--- config.mk ---
export PLATFORM = sky130hd
export DESIGN_NAME = mul_flag_unit
export DESIGN_NICKNAME = d
export VERILOG_FILES = /design/src/rtl/mul_flag_unit.sv
export SDC_FILE = /design/constraint.sdc
export NUM_CORES = 1
export LEC_CHECK = 0
export ABC_AREA = 1
export BUFFER_PORTS_ARGS = -buffer_cell sky130_fd_sc_hd__buf_2
export CORE_MARGIN = 2
export CORE_UTILIZATION = 58
export DETAILED_ROUTE_END_ITERATION = 8
export HOLD_SLACK_MARGIN = 0.12
export PLACE_DENSITY = 0.81
export SLEW_MARGIN = 20
export SYNTH_ARGS = -nofsm -noshare
export SYNTH_HDL_FRONTEND = slang
export SYNTH_SLANG_ARGS = --single-unit
--- constraint.sdc ---
create_clock -name clk -period 2.45 [get_ports clk]
set_input_delay 0.245 -clock clk [delete_from_list [all_inputs] [get_ports clk]]
set_output_delay 0.245 -clock clk [all_outputs]
set_load 0.05 [all_outputs]
--- src/rtl/mul_flag_unit.sv ---
// -----------------------------------------------------------------------------
// mul_flag_unit
//
// Iterative shift-add multiplier for MUL / MLA(S) in the execute stage.
// It drives the flag-write interface that the condition unit consumes.
// The operation takes a fixed WIDTH iterations with no early exit.
// On completion the unit raises done for one cycle and presents Result,
// FlagsOut and FlagWrite.
//
// FlagWrite encoding is shared with the condition unit:
//   bit1 writes N,Z (Flags[3:2]); bit0 writes C,V (Flags[1:0]).
// A multiply only produces N and Z, so bit0 is never set.
//
// Ports:
//   clk        in   rising-edge clock
//   reset      in   asynchronous, active-low reset
//   start      in   operation request, sampled only in IDLE
//   flush      in   synchronous abort; wins over start
//   Accumulate in   1 = MLA (seed accumulator with SrcAcc), 0 = MUL
//   SetFlags   in   S bit; enables FlagWrite on completion
//   SrcA       in   multiplicand            [WIDTH]
//   SrcB       in   multiplier              [WIDTH]
//   SrcAcc     in   accumulate operand      [WIDTH]
//   FlagsIn    in   current NZCV; C,V captured at start
//   busy       out  high in RUN and DONE
//   done       out  one-cycle completion pulse
//   Result     out  low WIDTH bits of SrcA*SrcB (+SrcAcc), held between ops
//   FlagsOut   out  {N, Z, C, V} of the last completed op, held between ops
//   FlagWrite  out  2'b10 during done when SetFlags was latched, else 2'b00
// -----------------------------------------------------------------------------
module mul_flag_unit #(
    parameter int WIDTH = 32
) (
    input  logic             clk,
    input  logic             reset,
    input  logic             start,
    input  logic             flush,
    input  logic             Accumulate,
    input  logic             SetFlags,
    input  logic [WIDTH-1:0] SrcA,
    input  logic [WIDTH-1:0] SrcB,
    input  logic [WIDTH-1:0] SrcAcc,
    input  logic [3:0]       FlagsIn,
    output logic             busy,
    output logic             done,
    output logic [WIDTH-1:0] Result,
    output logic [3:0]       FlagsOut,
    output logic [1:0]       FlagWrite
);

    localparam int CNT_W = $clog2(WIDTH) + 1;

    typedef enum logic [1:0] {
        IDLE = 2'd0,
        RUN  = 2'd1,
        DONE = 2'd2
    } state_t;

    state_t           state_q,    state_d;
    logic [WIDTH-1:0] mcand_q,    mcand_d;
    logic [WIDTH-1:0] mplier_q,   mplier_d;
    logic [WIDTH-1:0] acc_q,      acc_d;
    logic [CNT_W-1:0] counter_q,  counter_d;
    logic             setflags_q, setflags_d;
    logic [1:0]       cv_q,       cv_d;
    logic [WIDTH-1:0] result_q,   result_d;
    logic [3:0]       flags_q,    flags_d;

    // N and Z are produced here, never consumed from the incoming flags.
    logic flags_nz_unused;
    assign flags_nz_unused = ^FlagsIn[3:2];

    always_comb begin
        // NOTE: every signal gets a default before any branch, so no path leaves
        // a value unassigned and no latch is inferred.
        state_d    = state_q;
        mcand_d    = mcand_q;
        mplier_d   = mplier_q;
        acc_d      = acc_q;
        counter_d  = counter_q;
        setflags_d = setflags_q;
        cv_d       = cv_q;
        result_d   = result_q;
        flags_d    = flags_q;

        if (flush) begin
            // Abort from any state. Result and FlagsOut keep the last completed op.
            state_d = IDLE;
        end else begin
            case (state_q)
                IDLE: begin
                    if (start) begin
                        mcand_d    = SrcA;
                        mplier_d   = SrcB;
                        acc_d      = Accumulate ? SrcAcc : '0;
                        counter_d  = '0;
                        setflags_d = SetFlags;
                        cv_d       = FlagsIn[1:0];
                        state_d    = RUN;
                    end
                end

                RUN: begin
                    // One partial product per cycle. The sum wraps modulo 2^WIDTH,
                    // so signed and unsigned operands give the same low bits.
                    if (mplier_q[0]) begin
                        acc_d = acc_q + mcand_q;
                    end
                    mcand_d   = mcand_q << 1;
                    mplier_d  = mplier_q >> 1;
                    counter_d = counter_q + CNT_W'(1);

                    // Last iteration: publish the final sum and its flags together.
                    // They then hold until the next completion.
                    if (counter_q == CNT_W'(WIDTH - 1)) begin
                        result_d = acc_d;
                        flags_d  = {acc_d[WIDTH-1], (acc_d == '0), cv_q};
                        state_d  = DONE;
                    end
                end

                DONE: begin
                    // Exactly one cycle. A start seen here is dropped, not queued.
                    state_d = IDLE;
                end

                default: state_d = IDLE;
            endcase
        end
    end

    // NOTE: every register, including the operand and accumulator datapath, is
    // cleared on reset. An aborted op therefore leaves nothing behind that
    // could later surface as a done or a stale Result.
    always_ff @(posedge clk or negedge reset) begin
        if (!reset) begin
            state_q    <= IDLE;
            mcand_q    <= '0;
            mplier_q   <= '0;
            acc_q      <= '0;
            counter_q  <= '0;
            setflags_q <= 1'b0;
            cv_q       <= 2'b00;
            result_q   <= '0;
            flags_q    <= 4'b0000;
        end else begin
            // NOTE: non-blocking assignments, so every flop samples the values
            // from before this edge regardless of statement order.
            state_q    <= state_d;
            mcand_q    <= mcand_d;
            mplier_q   <= mplier_d;
            acc_q      <= acc_d;
            counter_q  <= counter_d;
            setflags_q <= setflags_d;
            cv_q       <= cv_d;
            result_q   <= result_d;
            flags_q    <= flags_d;
        end
    end

    assign busy      = (state_q != IDLE);
    assign done      = (state_q == DONE);
    assign FlagWrite = (done && setflags_q) ? 2'b10 : 2'b00;
    assign Result    = result_q;
    assign FlagsOut  = flags_q;

endmodule
==> flow_summary.ini, run 1 <==
[global_routing]
grt_pass1_vias = 9404
grt_start_max_net_pins = 60
grt.overflow.total = 0
grt.total_usage_pct = 36.2
antenna_found_initial = 0
grt_pass1_wl_um = 47300

[floorplanning]
die_x_um = 131
core-area_um2 = 15800
pin_count = 146
die-area_um2 = 17000
initial_utilization_pct = 58.9
die_y_um = 131
rows = 46

[layout]
fillCellCount = 1155
final_cell_mix = nand2_1 (403), inv_1 (215), buf_2 (141)
area_delta_synth_final_pct = 34.1
multiInputGateArea_um2 = 5120
stdcell_count = 1834
regArea_um2 = 3560
post-route-util_pct = 79.0
drive_above_1_share_pct = 22.7
n_antenna_cell = 0
nets = 1744
final_common_cell = nand2_1

[critical_path]
crit_fanout = 3
critPathLaunchType = flip-flop
crit_path_end_kind = flip-flop
cp.arrival_ns = 2.78
critical_path_class = reg2reg
cp.required_ns = 2.83

[power]
swShare_pct = 41.6
power_switching_uw = 4410
p_clk_share_pct = 24.9
leakage_uw = 0.00643
p_int_uw = 6180
p_total_uw = 10600
seqPwrFrac_pct = 29.2
powerDensity_nw_per_um2 = 851
ir_worst_vdd_mv = 0.616
p_comb_share_pct = 46.0

[clocking]
clk_pin_slew_ns = 0.07
cts_buffer_depth = 2
cts_htree_levels = 4
cts_buffers = 17
cts_tree = yes
clk_latency_ns = 0.44
root_buffer = clkbuf_16
cts_sinks = 142

[placed_design]
dp.cells = 1725
detailedPlace.worstSlack_ns = -0.0111
io_buffers = 142
hpwl_um = 20300
gp_congestion = 0.934

[sta]
period_needed_ns = 2.40
setup_ws_ns = 0.0502
relSlewSlack_pct = 55.4
rsz0062_at_grt = true
layout_worst_path_cycle_share_pct = 97.9
drv_slew = 0
whs_ns = 0.127
skew_ns = 0.0150
hold_violations = 0
setup_violations = 0
worstMarginPinSlew_ns = 0.669
clock.fmax_ghz = 0.417

[logic_synthesis]
ys_seq_area_share_pct = 38.3
synthXorXnorAreaFrac_pct = 0.566
synth.area.mux_share_pct = 0.108
yosys_warnings = 0
synthSimpleGateAreaFrac_pct = 27.1
synth_compound_area_share_pct = 17.7
syn_nets = 1492
avgSynthCellArea_um2 = 6.86
synthCells = 1353
synth_cell_types = 43
ys_ff_latch = 142
synth_top_family_by_area = simple AND/OR/NAND/NOR gates
async_flop_share_pct = 100
ys.flop_type = dfrtp_1
synth_fa_ha_area_share_pct = 4.53
syn_area_um2 = 9290
synth_edf_count = 0

[run]
cap_violations = 0

[detailed_routing]
drt_iter0_markers = 1054
ant_nets = 0
wl_met1_um = 13100
wirelength_um = 30800
firstDrtPassIters = 5
wl_met2_um = 14500
wl_per_cell_um = 16.8
vias = 10108
dr.max_layer_used = met4
wl_met3_um = 2290
via_per_inst = 5.51
drc = 0

[status]
outcome = complete, no violations

[worst_hold_path]
hp-class = in2reg
-- final cells by class --
| type | instances | share of cell area, % |
|---|---|---|
| repair buffers | 290 | 16.8 |
| flip-flops and latches | 142 | 28.6 |
| multi-input cells | 936 | 41.1 |
| clock buffers | 18 | 3.53 |
| clock inverters | 14 | 1.23 |
| well taps | 216 | 2.17 |
| inverters | 218 | 6.61 |
-- metal layers --
metal  vias to the layer above  global-route usage (%)
met5                         -                       0
met4                         0                    12.8
met3                        73                    7.53
met2                       477                    57.4
met1                      4723                    49.6
li1                       4835                       -
-- kinds of logic (layout without fill, tap and decap cells) --
family / Yosys count / count (layout)
AO/OA/AOI/OAI: 283 / 283
XOR/XNOR: 6 / 6
adder cells (fa/ha/maj): 33 / 33
buffers and inverters: 275 / 540
flip-flops: 142 / 142
multiplexers: 1 / 1
other: 1 / 1
AND/OR/NAND/NOR: 612 / 612
-- worst paths after layout --
path | from | endpoint | slack, ns | cells after the start
worst min-delay path | SrcAcc[9] | acc_q[9] | 0.13 | 3
min in group asynchronous | reset | Result[10] | 0.34 | 2
max in group asynchronous | reset | acc_q[1] | 1.44 | 3
worst min register to register | cv_q[1] | FlagsOut[1] | 0.48 | 2
worst max register to register | mcand_q[0] | FlagsOut[2] | 0.05 | 14
worst max-delay path | mcand_q[0] | FlagsOut[2] | 0.05 | 14
-- flip-flops by register name, indices dropped and copies added (netlist names) --
| register | cells |
|---|---|
| FlagsOut | 3 |
| Result | 32 |
| acc_q | 32 |
| counter_q | 6 |
| cv_q | 2 |
| mcand_q | 32 |
| mplier_q | 32 |
| setflags_q | 1 |
| state_q | 2 |
-- metrics by stage --
stage / setup TNS (ns) / cell area, um2
4_1_cts: 0 / 11900
2_1_floorplan: 0 / 9290
5_1_grt: -0.125 / 12500
6_report: 0 / 12500
3_5_place_dp: -0.0111 / 10600
3_3_place_gp: 0 / 10600
-- critical path, cell delays in order, from the launching register on --
cell      delay [ns]
dfrtp_1         0.42
ha_4            0.18
fa_2            0.41
buf_4           0.15
nand3_2         0.10
nand3_4         0.11
nand2_1         0.10
nand3b_1        0.07
nand3_1         0.10
nand2_1         0.09
nor2_2          0.18
nand2_1         0.07
nor2_1          0.14
nand3_1         0.11
nand2_1         0.09
-- synth_stat cells, drive strengths merged (3+ instances only) --
cell	instances	share of area (%)
inv	217	8.8
nand2	430	18
xor2	5	0.47
dfrtp	142	38
ha	32	4.3
nor2	96	4.1
o211ai	63	5.1
o21ai	131	7.1
nor3	7	0.43
o22ai	5	0.34
nand3b	6	0.49
o21bai	3	0.24
nand4	7	0.47
a211oi	3	0.24
a21oi	51	2.8
clkbuf	42	2.0
a31oi	22	1.5
buf	15	0.88
nand3	61	3.6
-- timing repair --
item | 4_1_cts | 5_1_grt
endpoints found under the setup margin | 1 | 12
gates cloned | 0 | 0
hold endpoints to repair | 124 | 0
pin swaps | 0 | 16
hold buffers | 68 | 0
gates resized for setup | 9 | 91
setup buffers | 0 | 9
-- power groups by stage --
stage / clock network (uW) / logic [uW] / registers, uW
finish: 2630 / 4870 / 3090
floorplan: 0 / 2690 / 2920
global route: 2730 / 5400 / 3120
CTS: 2620 / 4270 / 3000
detailed placement: 0 / 4080 / 3030
global placement: 0 / 4010 / 3020
(Power assumes the default switching activity.)
==> run 2: changes to the inputs <==
--- a/config.mk
+++ b/config.mk
@@ -11,7 +11,8 @@
 export CORE_UTILIZATION = 58
 export DETAILED_ROUTE_END_ITERATION = 8
 export HOLD_SLACK_MARGIN = 0.12
-export PLACE_DENSITY = 0.81
+export PLACE_DENSITY = 0.88
+export RECOVER_POWER = 25
 export SLEW_MARGIN = 20
 export SYNTH_ARGS = -nofsm -noshare
 export SYNTH_HDL_FRONTEND = slang
==> constraint.sdc (replaced) <==
create_clock -name clk -period 2.7 [get_ports clk]
set_input_delay 0.27 -clock clk [delete_from_list [all_inputs] [get_ports clk]]
set_output_delay 0.27 -clock clk [all_outputs]
set_load 0.05 [all_outputs]
==> flow_summary.ini, run 2 (synthesis results as in run 1) <==
[placed_design]
io_buffers = 142
gp_congestion = 0.907
postPlaceCellArea_um2 = 10200
hpwl_um = 19700

[detailed_routing]
wl_per_cell_um = 15.8
ant_nets = 0
wirelength_um = 27700
drt_iter0_markers = 875
via_per_inst = 5.49
vias = 9593
drc = 0
firstDrtPassIters = 6

[critical_path]
cp_common_cell = nand3_1
crit_cells = 14
max_stage_delay_ns = 0.40
reg2reg_from = mcand_q[0]
crit_path_end = FlagsOut[2]
crit_fanout = 4
path_buf_inv = 0
critical_path.top_delay_family = simple AND/OR/NAND/NOR gates
reg2reg_depth = 14
worstReg2RegEnd = FlagsOut[2]
crit_chain = ha_1 -> fa_2 -> nand2_2 -> nand2_1 -> nand3_2 -> nand2_2 -> xor2_1 -> o21bai_1 -> nand3_1 -> nor2_1 -> nand3_1 -> nor2_1 -> nand3_1 -> nand2_1
critPathLaunchType = flip-flop
rrSetupSlack_ns = 0.17
cp-startpoint = mcand_q[0]
cp.arrival_ns = 2.91
slowest_stage = fa_2
critical_path_class = reg2reg
cp.required_ns = 3.08
crit_path_end_kind = flip-flop

[sta]
relSlewSlack_pct = -7.00
layout_worst_path_cycle_share_pct = 93.8
period_needed_ns = 2.53
drv_slew = 65
skew_ns = 0.00939
hold_violations = 0
worstMarginPinSlew_ns = 1.61
rsz0062_at_grt = false
setup_violations = 0
clock.fmax_ghz = 0.395
tns_ns = 0

[power]
leakage_uw = 0.00600
powerDensity_nw_per_um2 = 763
ir_worst_vdd_mv = 0.497

[layout]
area_delta_synth_final_pct = 21.6
postLayoutCellArea_um2 = 11300
nets = 1657
final_cell_mix = nand2_1 (417), inv_1 (215), dfrtp_1 (142)
drive_above_1_share_pct = 15.9
final_common_cell = nand2_1

[clocking]
cts_buffer_depth = 2
cts_tree = yes
cts_sinks = 142
clk_latency_ns = 0.43
cts_buffers = 17
root_buffer = clkbuf_16
cts_htree_levels = 4
clk_pin_slew_ns = 0.06

[floorplanning]
die_y_um = 131
core-area_um2 = 15800
rows = 46
initial_utilization_pct = 58.9
die_x_um = 131
die-area_um2 = 17000
pin_count = 146

[status]
outcome = finished, violations left
violations = max-capacitance violations, max-slew violations

[worst_hold_path]
hp-class = in2reg

[global_routing]
grt.total_usage_pct = 33.2
grt_pass1_wl_um = 43500
grt_start_max_net_pins = 74
grt.overflow.total = 0
grt_pass1_vias = 8976
antenna_found_initial = 1

[run]
cap_violations = 1
[run 2: worst min path at each step]
stage,to,cells after the start,startpoint
finish,mplier_q[2],3,SrcB[2]
global route,mplier_q[2],3,SrcB[2]
CTS,mplier_q[22],3,SrcB[22]
detailed placement,mplier_q[21],1,reset
global placement,mplier_q[21],1,reset
floorplan,FlagsOut[0],0,reset
[run 2: power by group]
part | switching (uW) | internal [uW]
Combinational | 2290 | 1190
Sequential | 275 | 2470
Clock | 974 | 1410
[run 2: layer usage]
metal,global-route usage (%),part of all wire (%),vias to the layer above
li1,-,-,4663
met1,45.5,44,4502
met2,53.2,46,368
met3,5.46,7.5,60
met4,12.7,2.9,0
met5,0,0,-
[run 2: cell type report]
cell class	instances	area [um2]
clock inverter	11	131
fill	1300	4480
inverter	218	823
antenna	1	2.50
multi-input combinational	936	4720
sequential	142	3550
tap	216	270
timing repair buffer	203	1340
clock buffer	19	453
[run 2: per-stage QoR]
step	instances	util (%)	total power (uW)	hold slack [ns]	setup WS, ns
2_1_floorplan	1353	-	5100	-0.0256	0.566
3_3_place_gp	1672	64.7	5950	0.298	0.175
3_5_place_dp	1672	64.7	6030	0.295	0.163
4_1_cts	1745	71.2	8470	0.120	0.0937
5_1_grt	1746	71.6	9180	0.139	0.00822
6_report	1746	71.6	8610	0.111	0.168
[run 2: repair_timing]
item                                    in CTS  in global routing
resized for setup                            0                 23
hold endpoints to repair                   105                  0
hold buffers                                43                  0
buffers inserted                             0                  0
endpoints found under the setup margin       0                  1
[run 2: worst register-to-register path: cells and delay by family (launching register included)]
family,cells,cell delay [ns]
fa+ha+maj,2,0.66
xor+xnor,1,0.17
simple gates,10,1.00
compound gates,1,0.26
flops,1,0.38
==> run 3: changes to the inputs <==
==> constraint.sdc (replaced) <==
create_clock -name clk -period 2.9 [get_ports clk]
set_input_delay 0.29 -clock clk [delete_from_list [all_inputs] [get_ports clk]]
set_output_delay 0.29 -clock clk [all_outputs]
set_load 0.05 [all_outputs]
==> flow_summary.ini, run 3 (synthesis results as in run 1) <==
[sta]
rsz0062_at_grt = false
setup_ws_ns = 0.301
drv_slew = 34
clock.fmax_ghz = 0.385
whs_ns = 0.124
relSlewSlack_pct = -29.9
layout_worst_path_cycle_share_pct = 89.6
tns_ns = 0
worstMarginPinSlew_ns = 1.95
skew_ns = 0.00934
hold_violations = 0
period_needed_ns = 2.60
setup_violations = 0

[detailed_routing]
vias = 9471
via_per_inst = 5.51
wl_per_cell_um = 15.4
drc = 0
ant_nets = 0
drt_iter0_markers = 944
firstDrtPassIters = 6
wirelength_um = 26400

[floorplanning]
rows = 46
pin_count = 146
die_x_um = 131
die_y_um = 131
core-area_um2 = 15800
die-area_um2 = 17000
initial_utilization_pct = 58.9

[power]
powerDensity_nw_per_um2 = 738
ir_worst_vdd_mv = 0.499
leakage_uw = 0.00592

[clocking]
post_cts_buffers = 0
cts_buffers = 17
clk_latency_ns = 0.43
cts_buffer_depth = 2
clk_pin_slew_ns = 0.06
cts_htree_levels = 4
root_buffer = clkbuf_16
cts_tree = yes
cts_sinks = 142

[global_routing]
grt_pass1_vias = 8787
antenna_found_initial = 2
grt.total_usage_pct = 32.2
grt.overflow.total = 0
grt_pass1_wl_um = 42800
grt_start_max_net_pins = 76

[critical_path]
worstReg2RegEnd = FlagsOut[2]
rrSetupSlack_ns = 0.30
crit_path_end_kind = flip-flop
cp.required_ns = 3.27
cp.arrival_ns = 2.97
critPathLaunchType = flip-flop
reg2reg_from = mcand_q[0]
critical_path_class = reg2reg
reg2reg_depth = 15
crit_fanout = 4

[layout]
nets = 1628
area_delta_synth_final_pct = 18.2
final_cell_mix = nand2_1 (418), inv_1 (215), dfrtp_1 (142)
drive_above_1_share_pct = 14.6
final_common_cell = nand2_1

[worst_hold_path]
whs_path_depth = 3
min_to = mplier_q[16]
worstHoldStart = SrcB[16]
hp-class = in2reg

[placed_design]
hpwl_um = 19100
gp_congestion = 0.948
detailedPlace.worstSlack_ns = 0.415
io_buffers = 142

[status]
outcome = finished, violations left
violations = max-capacitance violations, max-slew violations

[run]
cap_violations = 1
-- run 3: per-stage QoR --
step	instance area, um2	power [uW]	util (%)	std cells
after floorplan	9290	4740	-	1353
after global placement	10200	5510	64.8	1672
after detailed placement	10200	5610	64.8	1672
after CTS	11000	8020	69.7	1718
after global routing	11000	8620	69.6	1720
final	11000	8090	69.6	1720
-- run 3: layout make-up --
class                   instances  area [um2]
multi-input cells             936        4640
well taps                     216         270
repair buffers                174        1050
diodes                          2        5.00
fillers                      1338        4800
clock inverters                13         184
inverters                     218         823
flip-flops and latches        142        3550
clock buffers                  19         443
-- run 3: how the worst max path moves through the flow --
stage / slack (ns) / from / to
CTS: 0.37 / mcand_q[0] / FlagsOut[2]
finish: 0.30 / mcand_q[0] / FlagsOut[2]
detailed placement: 0.41 / mcand_q[0] / FlagsOut[2]
global route: 0.07 / mcand_q[2] / FlagsOut[2]
global placement: 0.44 / mcand_q[0] / FlagsOut[2]
floorplan: 0.77 / mcand_q[0] / FlagsOut[2]
-- run 3: power by group --
group	leakage, uW	switching [uW]	internal (uW)	total (uW)
Sequential	0.00181	254	2300	2550
Combinational	0.00380	2110	1060	3180
Clock	0.000312	900	1470	2370
Total	0.00592	3270	4830	8090
-- run 3: critical path: stages, from the launching register on --
cell      delay, ns
dfrtp_1        0.38
ha_1           0.26
fa_1           0.45
nand2_2        0.13
a21oi_2        0.07
nand2_1        0.11
nand2_2        0.09
nand2_1        0.08
nand3b_1       0.08
nand3_1        0.14
o21ai_0        0.20
nor2_1         0.18
nand3_1        0.10
nor2_1         0.11
nand3_1        0.08
nand2_1        0.07
-- run 3: metal layers --
layer | track usage, % | routed length (um) | vias up
met1 | 43.4 | 11100 | 4366
met2 | 52.0 | 12200 | 434
met4 | 11.8 | 845 | 0
li1 | - | - | 4603
met3 | 6.56 | 2240 | 68
met5 | 0 | 0 | -
-- run 3: repair_timing --
item	in CTS	in global routing
hold buffers	14	0
hold endpoints to repair	44	0
gates resized for setup	0	0
